**config.mk**
```make
export PLATFORM = sky130hd
export DESIGN_NAME = handshake_arbiter
export DESIGN_NICKNAME = d
export VERILOG_FILES = /design/src/rtl/handshake_arbiter.sv
export SDC_FILE = /design/constraint.sdc
export NUM_CORES = 1
export LEC_CHECK = 0
export CORE_MARGIN = 2
export CORE_UTILIZATION = 48
export CTS_BUF_LIST = sky130_fd_sc_hd__clkbuf_2 sky130_fd_sc_hd__clkbuf_4 sky130_fd_sc_hd__clkbuf_8
export DETAILED_ROUTE_END_ITERATION = 10
export GPL_TIMING_DRIVEN = 0
export HOLD_SLACK_MARGIN = 0.02
export PLACE_DENSITY = 0.86
export SYNTH_ARGS = -nofsm -noshare
export SYNTH_HDL_FRONTEND = slang
export SYNTH_SLANG_ARGS = --single-unit
export TNS_END_PERCENT = 30
```
**constraint.sdc**
```tcl
create_clock -name clk -period 2.85 [get_ports clk]
set_input_delay 0.4275 -clock clk [delete_from_list [all_inputs] [get_ports clk]]
set_output_delay 0.4275 -clock clk [all_outputs]
set_load 0.02 [all_outputs]
```
**src/rtl/handshake_arbiter.sv**
```systemverilog
// handshake_arbiter: round-robin arbiter sharing one 4-phase bundled-data channel among N requesters
// Optional feature macro: ACK_SYNC_EN (ack_out passes through a 2-flop synchronizer before the FSM)
// Ports:
//   clk, rst           system clock, synchronous active-high reset
//   req_in, ack_in     per-requester 4-phase request/acknowledge (N bits each)
//   data_in            flattened requester data, requester i at [i*W +: W]
//   req_out, ack_out   downstream 4-phase request/acknowledge
//   data_out           downstream data, bundled with req_out, held after a transfer
//   grant_id           index of the current/last granted requester
//   busy               high whenever the FSM is not IDLE
module handshake_arbiter #(
   parameter int N = 4,
   parameter int W = 3,
   localparam int GW = $clog2(N)
) (
   input  logic            clk,
   input  logic            rst,
   input  logic [N-1:0]    req_in,
   output logic [N-1:0]    ack_in,
   input  logic [N*W-1:0]  data_in,
   output logic            req_out,
   input  logic            ack_out,
   output logic [W-1:0]    data_out,
   output logic [GW-1:0]   grant_id,
   output logic            busy
);
   typedef enum logic [1:0] {IDLE, LOAD, REQ, ACK} state_t;
   state_t state, state_n;
   logic [GW-1:0] ptr, ptr_n, grant_n, win;
   logic [W-1:0] data_n;
   logic [N-1:0] ack_in_n;
   logic req_n, found, ack_s;
`ifdef ACK_SYNC_EN
   logic [1:0] ack_sync;
   always_ff @(posedge clk)
      if (rst) ack_sync <= '0;
      else ack_sync <= {ack_sync[0], ack_out};
   assign ack_s = ack_sync[1];
`else
   assign ack_s = ack_out;
`endif
   // scan from the far end back toward ptr so the requester closest to ptr wins
   always_comb begin
      int j;
      logic [GW-1:0] idx;
      win = '0;
      found = 1'b0;
      for (int k = N - 1; k >= 0; k--) begin
         j = int'(ptr) + k;
         if (j >= N) j = j - N;
         idx = GW'(j);
         if (req_in[idx]) begin
            win = idx;
            found = 1'b1;
         end
      end
   end
   always_comb begin
      state_n  = state;
      ptr_n    = ptr;
      grant_n  = grant_id;
      data_n   = data_out;
      req_n    = req_out;
      ack_in_n = ack_in;
      case (state)
         IDLE: if (!ack_s && found) begin
            data_n  = data_in[win*W +: W];
            grant_n = win;
            state_n = LOAD;
         end
         LOAD: begin
            req_n   = 1'b1;
            state_n = REQ;
         end
         REQ: if (ack_s) begin
            req_n = 1'b0;
            ack_in_n = '0;
            ack_in_n[grant_id] = 1'b1;
            state_n = ACK;
         end
         ACK: if (!ack_s && !req_in[grant_id]) begin
            ack_in_n = '0;
            ptr_n = (grant_id == GW'(N - 1)) ? '0 : grant_id + 1'b1;
            state_n = IDLE;
         end
         default: state_n = IDLE;
      endcase
   end
   always_ff @(posedge clk) begin
      if (rst) begin
         state    <= IDLE;
         ptr      <= '0;
         grant_id <= '0;
         data_out <= '0;
         req_out  <= 1'b0;
         ack_in   <= '0;
         busy     <= 1'b0;
      end else begin
         state    <= state_n;
         ptr      <= ptr_n;
         grant_id <= grant_n;
         data_out <= data_n;
         req_out  <= req_n;
         ack_in   <= ack_in_n;
         busy     <= state_n != IDLE;
      end
   end
endmodule

```
=== Word level (Yosys, flattened, before mapping) ===
Index checks and enable logic that the tools add are counted.

* Add/subtract/negate cells: 8
* Equality and inequality tests: 6
* Magnitude comparators: 10
* Reductions and logical operators: 13
* $mul: 1
* Mux-type cells: 34
* Shifts and indexed selects: 1

{| class="wikitable"
|+ Operators by type and width
! operator !! number
|-
| 2-bit 2-to-1 mux || 12
|-
| 2-bit by 3-bit < comparator with 1-bit output, second input constant || 5
|-
| 12-bit by 5-bit indexed part select with 3-bit output || 1
|-
| 1-bit 2-to-1 mux || 11
|-
| 1-bit binary-select mux with 2-bit select || 5
|-
| 3-bit >= comparator, second input constant || 3
|-
| 4-bit 2-to-1 mux || 2
|-
| 2-bit one-hot mux with 4 select lines || 1
|-
| 4-bit one-hot mux with 2 select lines || 1
|-
| 2-bit by 1-bit subtractor with 2-bit output, second input constant || 4
|-
| 2-bit by 2-bit adder with 3-bit output, second input constant || 2
|-
| 2-bit == test, second input constant || 3
|-
| 2-bit AND reduction || 3
|-
| 2-bit nonzero test || 3
|-
| 2-bit by 2-bit multiplier with 4-bit output, second input constant || 1
|-
| 2-bit != test, second input constant || 2
|-
| 2-bit by 1-bit adder with 3-bit output, second input constant || 1
|-
| 2-bit by 3-bit >= comparator with 1-bit output, second input constant || 1
|-
| 1-bit logical AND || 3
|-
| 3-bit AND reduction || 1
|-
| 2-bit by 1-bit adder with 2-bit output, second input constant || 1
|-
| 1-bit demux with 2-bit select || 1
|-
| 2-bit by 1-bit == test with 1-bit output, second input constant || 1
|-
| 2-bit by 1-bit >= comparator with 1-bit output, second input constant || 1
|-
| other kinds (3) || 4
|}

* Input bits: 19
* Output and inout bits: 11
* Logic and storage cells: 80
* Bits in registers: 15

=== Longest topological paths before layout ===
* Depth in word-level cells: 13
* Depth in mapped cells: 6
* Mapped depth without buffers: 5

=== Worst setup path after synthesis ===
Ideal clock, no wire load.

* Path kind: register -> register
* From: register grant_id[1]
* To: register busy
* Stages on the path, launching flop included: 6
* Arrival: 1,640 ps
* Period minus slack after synthesis: 1,760 ps
* Slack: 1,090 ps
* Buffers on the path: 0
* Required time: 2,730 ps
* Cells stage by stage: dfxtp_1 mux4_2 a21oi_1 o21ai_1 nor2b_4 or2_1

* Cells in the longest elaborated chain, start to end: 7

{| class="wikitable"
|+ RTL lines
! element !! line !! text
|-
| start: declaration || 24 || <nowiki>output logic [GW-1:0] grant_id,</nowiki>
|-
| start signal: assignment || 101 || <nowiki>grant_id <= grant_n;</nowiki>
|-
| 1-bit binary-select mux with 2-bit select || 81 || <nowiki>ACK: if (!ack_s && !req_in[grant_id]) begin</nowiki>
|-
| 1-bit 2-to-1 mux (implied by the code) || 81 ||
|-
| 1-bit logical NOT || 81 ||
|-
| 1-bit logical AND || 81 ||
|-
| 2-bit 2-to-1 mux || 81 ||
|-
| 2-bit one-hot mux with 4 select lines || 65 || <nowiki>case (state)</nowiki>
|-
| 2-bit nonzero test || 105 || <nowiki>busy <= state_n != IDLE;</nowiki>
|-
| end signal: assignment || 97 || <nowiki>busy <= 1'b0;</nowiki>
|-
| end signal: assignment || 105 ||
|-
| end: declaration || 25 || <nowiki>output logic busy</nowiki>
|}

Every way passes these cells. The select of a mux whose other input is x is not followed.
A chain may end at the register's enable or synchronous reset.

=== Worst setup path after layout ===
* From: input port req_in[0]
* To: register ack_in[2]

* Cells in the longest elaborated chain, start to end: 6

{| class="wikitable"
|+ RTL lines
! element !! line !! text
|-
| start: declaration || 18 || <nowiki>input logic [N-1:0] req_in,</nowiki>
|-
| 1-bit binary-select mux with 2-bit select || 81 ||
|-
| 1-bit 2-to-1 mux (implied by the code) || 81 ||
|-
| 1-bit logical NOT || 81 ||
|-
| 1-bit logical AND || 81 ||
|-
| 2-bit != test (no source line) || n/a ||
|-
| 3-bit AND reduction (no source line) || n/a ||
|-
| end signal: assignment || 104 || <nowiki>ack_in <= ack_in_n;</nowiki>
|-
| end: declaration || 19 || <nowiki>output logic [N-1:0] ack_in,</nowiki>
|}

Every way passes these cells. The select of a mux whose other input is x is not followed.

==> flow_summary.ini <==
[cells_and_area]
nFillCells = 123
final_common_cell = clkdlybuf4s50_1
layout_common_cells = 29 x clkdlybuf4s50_1, 15 x dfxtp_1, 13 x nor2_1
diodes = 0
multi_input_area_um2 = 479.2
utilization_pct = 74.43
final_layout_size_suffix_gt1_share_pct = 7.627
area.growth.synth_to_final_pct = 42.17
nets = 142
regArea_um2 = 300.3

[synthesis]
synth_top_family_by_area = simple AND/OR/NAND/NOR gates
ys.warnings.count = 0
synthAdderAreaFrac_pct = 6.202
synthCells = 85
yosysSeqAreaShare_pct = 37.21
synth.cell_area_um2 = 807.0
yosysTopAreaCell = dfxtp_1
synth_area_leaders = dfxtp_1 37%, mux2i_1 14%, ha_1 6.2%
yosys.area_share.simple_pct = 19.07
yosysUniqueCellTypes = 24
synth_compound_area_share_pct = 17.67
syn_area_per_cell_um2 = 9.494
ys_ff_latch = 15
syn_nets = 108
synth.area.mux_share_pct = 16.43
synth_top_area_share_pct = 37.21
synth_xor_area_share_pct = 0

[setup_path]
crit_arrival_ps = 2130
worst_r2r_path_depth = 5
required_ps = 3010
cpPeakStageDelay_ps = 550
slowest_stage = mux4_2
path_cells = clkdlybuf4s50_1, mux4_2, nor3b_1, o21ai_1, a22oi_1, nor2_1
criticalPathCategory = in2reg
cp-end-kind = flip-flop
cp_max_fo = 6
startpoint_type = input pin

[clock_network]
htreeDepth = 1
cts_root_buf = clkbuf_4
path_clk_slew_ps = 90
clk_latency_ps = 290
post_cts.repair.setup_buffers = 0
cts_tree = yes
cts_buffers = 3
cts_sinks = 15
ctsLongestPathBuffers = 2
cts_resized = 0
cts_hold_buf = 0

[sta]
tightest_slew_ps = 528.7
period_share_pct = 69.12
hold_viol = 0
finalMaxSlewViolations = 0
finClkSkew_ps = 6.631
setup_viol = 0
period_needed_ps = 1970
setup_tns_ps = 0
grt_setup_unrepaired = false
slew_headroom_pct = 64.63
fmax_ghz = 0.5076

[outcome]
status = finished clean

[routing]
vias_per_cell = 5.672
wl_per_cell_um = 14.78
drcViolationCount = 0
routed_wl_mm = 1.980
first_pass_iters = 4
met1_length_um = 842
top_layer = met4
drt-initial-drc-count = 15
postRouteAntennaNets = 0
dr_total_vias = 760
met3_length_um = 109
wl_met2_mm = 1.009

[global_route]
grt_antenna_before_repair = 0
grt_pass1_wl_mm = 3.332
grt_max_degree = 11
grt_overflow = 0
grt_pass1_vias = 754
track_usage_pct = 22.42

[floorplan]
die_h_um = 45.01
rows = 14
die-area_um2 = 2025
coreArea_um2 = 1541
ios = 30
start_util_pct = 52.35
die_w_um = 45.01

[run]
drv_cap = 0

[worst_hold_path]
hold-path-cell-count = 2
hold_class = reg2reg

[placed_design]
place.detailed.hpwl_mm = 1.467
gp_congestion = 0.7953
io_buffers = 29

[pwr]
leakagePower_nw = 0.4294
irDropWorstVdd_v = 0.0003697
cellPowerDensity_nw_per_um2 = 429.7
## path summary, 6_finish.rpt
path | start | endpoint | slack (ps)
hold / removal | data_out[2] | data_out[2] | 510
setup reg to reg | grant_id[1] | ack_in[2] | 1060
hold reg to reg | data_out[2] | data_out[2] | 510
setup / recovery | req_in[0] | ack_in[2] | 880
## layer usage
metal | track usage, % | vias up
met5 | 0 | -
met4 | 8.824 | 0
met3 | 2.400 | 4
met2 | 38.86 | 28
met1 | 28.22 | 355
li1 | - | 373
## cells in the mapped netlist
cell type  instances
o221ai_1           3
clkbuf_1           1
o21ai_1            3
nor2b_1            1
buf_2              1
inv_1              5
mux4_2             1
nor3_2             1
o2bb2a_1           1
nor3b_1            1
dfxtp_1           15
a22oi_1            4
a21oi_1            5
nor2_1            13
mux2i_1           11
nor3_1             3
nand2b_1           2
or2_1              1
nand2_1            3
nand3b_1           3
nor2b_4            1
o41ai_4            1
ha_1               4
a311oi_1           1
## per-stage QoR
stage	worst slack (ps)	std cells	cell area (µm²)	hold slack [ps]	power, W
6_report	880.0	134	1147	511.8	0.0004930
4_1_cts	893.5	134	1147	516.1	0.0004973
3_3_place_gp	636.7	130	1117	481.6	0.0003586
5_1_grt	760.8	134	1147	541.9	0.0005121
2_1_floorplan	1090	85	807.0	483.6	0.0003003
3_5_place_dp	608.3	130	1117	488.4	0.0003629
## critical path, delay by kind of cell
family                 cells  cell delay (ps)
muxes                      1              550
and+or+nand+nor            2              260
buffers and inverters      1              540
AOI/OAI and AO/OA          2              350
## cells by family (layout without fill, tap and decap cells)
| family | count (synthesis) | count (layout) |
|---|---|---|
| multiplexers | 12 | 12 |
| flip-flops | 15 | 15 |
| AO/OA/AOI/OAI | 18 | 18 |
| adder cells (fa/ha/maj) | 4 | 4 |
| buffers and inverters | 7 | 40 |
| AND/OR/NAND/NOR | 29 | 29 |
## where the power goes
group	switching, W	internal [W]
clock	0.0000706	0.0000639
sequential	0.0000117	0.000223
combinational	0.0000570	0.0000672
total	0.000139	0.000354
## flip-flops by register name, indices dropped and copies added (netlist names)
signal and flops:
ack_in 4, data_out 3, grant_id 2, ptr 2, state 2, busy 1
req_out 1
## cell type report
| type | instances | area share [%] |
|---|---|---|
| clock buffer | 4 | 2.617 |
| buffer | 2 | 0.7634 |
| multi-input combinational | 63 | 41.77 |
| tap | 16 | 1.745 |
| sequential | 15 | 26.17 |
| timing repair buffer | 29 | 25.30 |
| inverter | 5 | 1.636 |
Power figures use the tool's default switching activity.
==> RTL change (same flow settings) <==
Re-encode `state_t` (4 states) as one-hot, 4 bits wide.
--- a/src/rtl/handshake_arbiter.sv
+++ b/src/rtl/handshake_arbiter.sv
@@ -24,7 +24,7 @@
    output logic [GW-1:0]   grant_id,
    output logic            busy
 );
-   typedef enum logic [1:0] {IDLE, LOAD, REQ, ACK} state_t;
+   typedef enum logic [3:0] {IDLE = 4'b0001, LOAD = 4'b0010, REQ = 4'b0100, ACK = 4'b1000} state_t;
    state_t state, state_n;
    logic [GW-1:0] ptr, ptr_n, grant_n, win;
    logic [W-1:0] data_n;
Function: no difference found for any inputs over 10 cycles, from zero or initial values and one cycle with rst high; not proved beyond that.
==> RTL change against the unedited design <==
Critical path depth did not move; worst setup slack worse by 0.30 ns; non-clock buffer count rose by 3; hold slack lost 0.022 ns; routed wire length up 1.4%; sequential cell count increased by 2; final cell count is 16% higher; power about the same; design area grew 10%; synthesized cell count grew 14%; register-to-register slack got worse by 0.38 ns; clock skew hardly changed; area after synthesis grew 14%.
==> RTL change: results (changes against the unedited design) <==
CP delay by family, top -> simple AND/OR/NAND/NOR gates
vias -> 848 (+12%)
vias in the first global route -> 812 (+7.7%)
GR Util met1 -> 24.5% (-3.7 points)
Placed Area -> 1240 um^2 (+11%)
DR WL met3 -> 144 um (+32%)
share of cells above drive strength 1 -> 6.92% (-0.70 points)
reg2reg end -> ptr[1]$_SDFFE_PP0P_
met1 wire length -> 843 um (+0.12%)
Cell variety after synth -> 31 (+29%)
Fin Clk Skew -> 0.00630 ns (-0.000329 ns)
status -> completed
Post-Route WL -> 2010 um (+1.4%)
1st-iter DRT viols -> 25 (+10)
cells after synthesis -> 97 (+14%)
syn nets -> 120 (+11%)
Synth Area in XOR/XNOR -> 0.954% (+0.95 points)
gr usage total -> 21.1% (-1.4 points)
Adder-Cell Fraction of Synth Area -> 5.45% (-0.75 points)
Vias/cell -> 5.47 (-3.5%)
Max IR drop VDD -> 0.317 mV (-14%)
Worst-Margin Slew -> 0.894 ns (+0.365 ns)
Hold Crit Depth -> 1 (-1)
Finished Core Util -> 71.8% (-2.6 points)
met2 usage -> 35.2% (-3.7 points)
compound-cell area share of the yosys netlist -> 14.4% (-3.2 points)
biggest regs -> ack_in x4, state x4, data_out x3
Commonest cells post-synth -> dfxtp_1 (17), mux2i_1 (11), nor2_1 (11)
hold_sp -> ack_in[2]$_SDFFE_PP0P_
Nets -> 154 (+8.5%)
Fillers -> 145 (+18%)
synth top area cells -> dfxtp_1 (37%), mux2i_1 (12%), ha_1 (5.4%)
reg2reg start -> grant_id[0]$_SDFFE_PP0P_
Worst EP arrival -> 2.45 ns (+0.32 ns)
sequential area share after synthesis -> 37.1% (-0.15 points)
Max stage delay on crit path -> 0.52 ns (-0.03 ns)
setup slack on the worst flop-to-flop path -> 0.68 ns (-0.38 ns)
Hold Worst Slack -> 0.490 ns (-0.0221 ns)
GPL Wtd Cong -> 0.833 (+4.8%)
static leakage -> 0.000454 uW (+5.7%)
first-pass GRT wire length -> 3330 um (-0.21%)
-- RTL change: cell type report --
cell class	instances	share of cell area [%]
buffer	5	1.58
clock buffer	3	1.78
clock inverter	1	0.395
inverter	3	0.888
multi-input combinational	72	43.1
sequential	17	26.9
tap	25	2.47
timing repair buffer	29	22.9
-- RTL change: where the power goes --
part / internal [uW] / leakage, uW / switching [uW] / total, uW
Sequential: 246 / 0.000138 / 8.21 / 255
Combinational: 57.4 / 0.000298 / 47.5 / 105
Clock: 52.3 / 0.0000177 / 80.9 / 133
-- RTL change: how the worst max path moves through the flow --
stage	start	to
final	req_in[2]	ptr[1]$_SDFFE_PP0P_
after global routing	req_in[2]	ptr[1]$_SDFFE_PP0P_
after floorplan	grant_id[0]$_SDFFE_PP0P_	ptr[0]$_SDFFE_PP0P_
after global placement	req_in[2]	ptr[1]$_SDFFE_PP0P_
after detailed placement	req_in[2]	ptr[1]$_SDFFE_PP0P_
after CTS	req_in[2]	ptr[1]$_SDFFE_PP0P_
-- RTL change: per-stage QoR --
stage / total power, uW / setup slack (ns)
3_5_place_dp: 365 / 0.263
6_report: 493 / 0.575
4_1_cts: 500 / 0.584
2_1_floorplan: 312 / 0.706
5_1_grt: 515 / 0.464
3_3_place_gp: 362 / 0.293
-- RTL change: logic make-up (layout without fill, tap and decap cells) --
group / count (synthesis) / in the layout
AOI/OAI and AO/OA: 19 / 19
xor gates and xnor gates: 1 / 1
adders and majority gates: 4 / 4
buffers and inverters: 8 / 41
DFF: 17 / 17
muxes: 12 / 12
and+or+nand+nor: 36 / 36
-- RTL change: worst register-to-register path, delay by kind of cell (launching register included) --
kind	cells	cell delay, ns
DFF	1	0.49
and+or+nand+nor	3	0.78
muxes	2	0.79
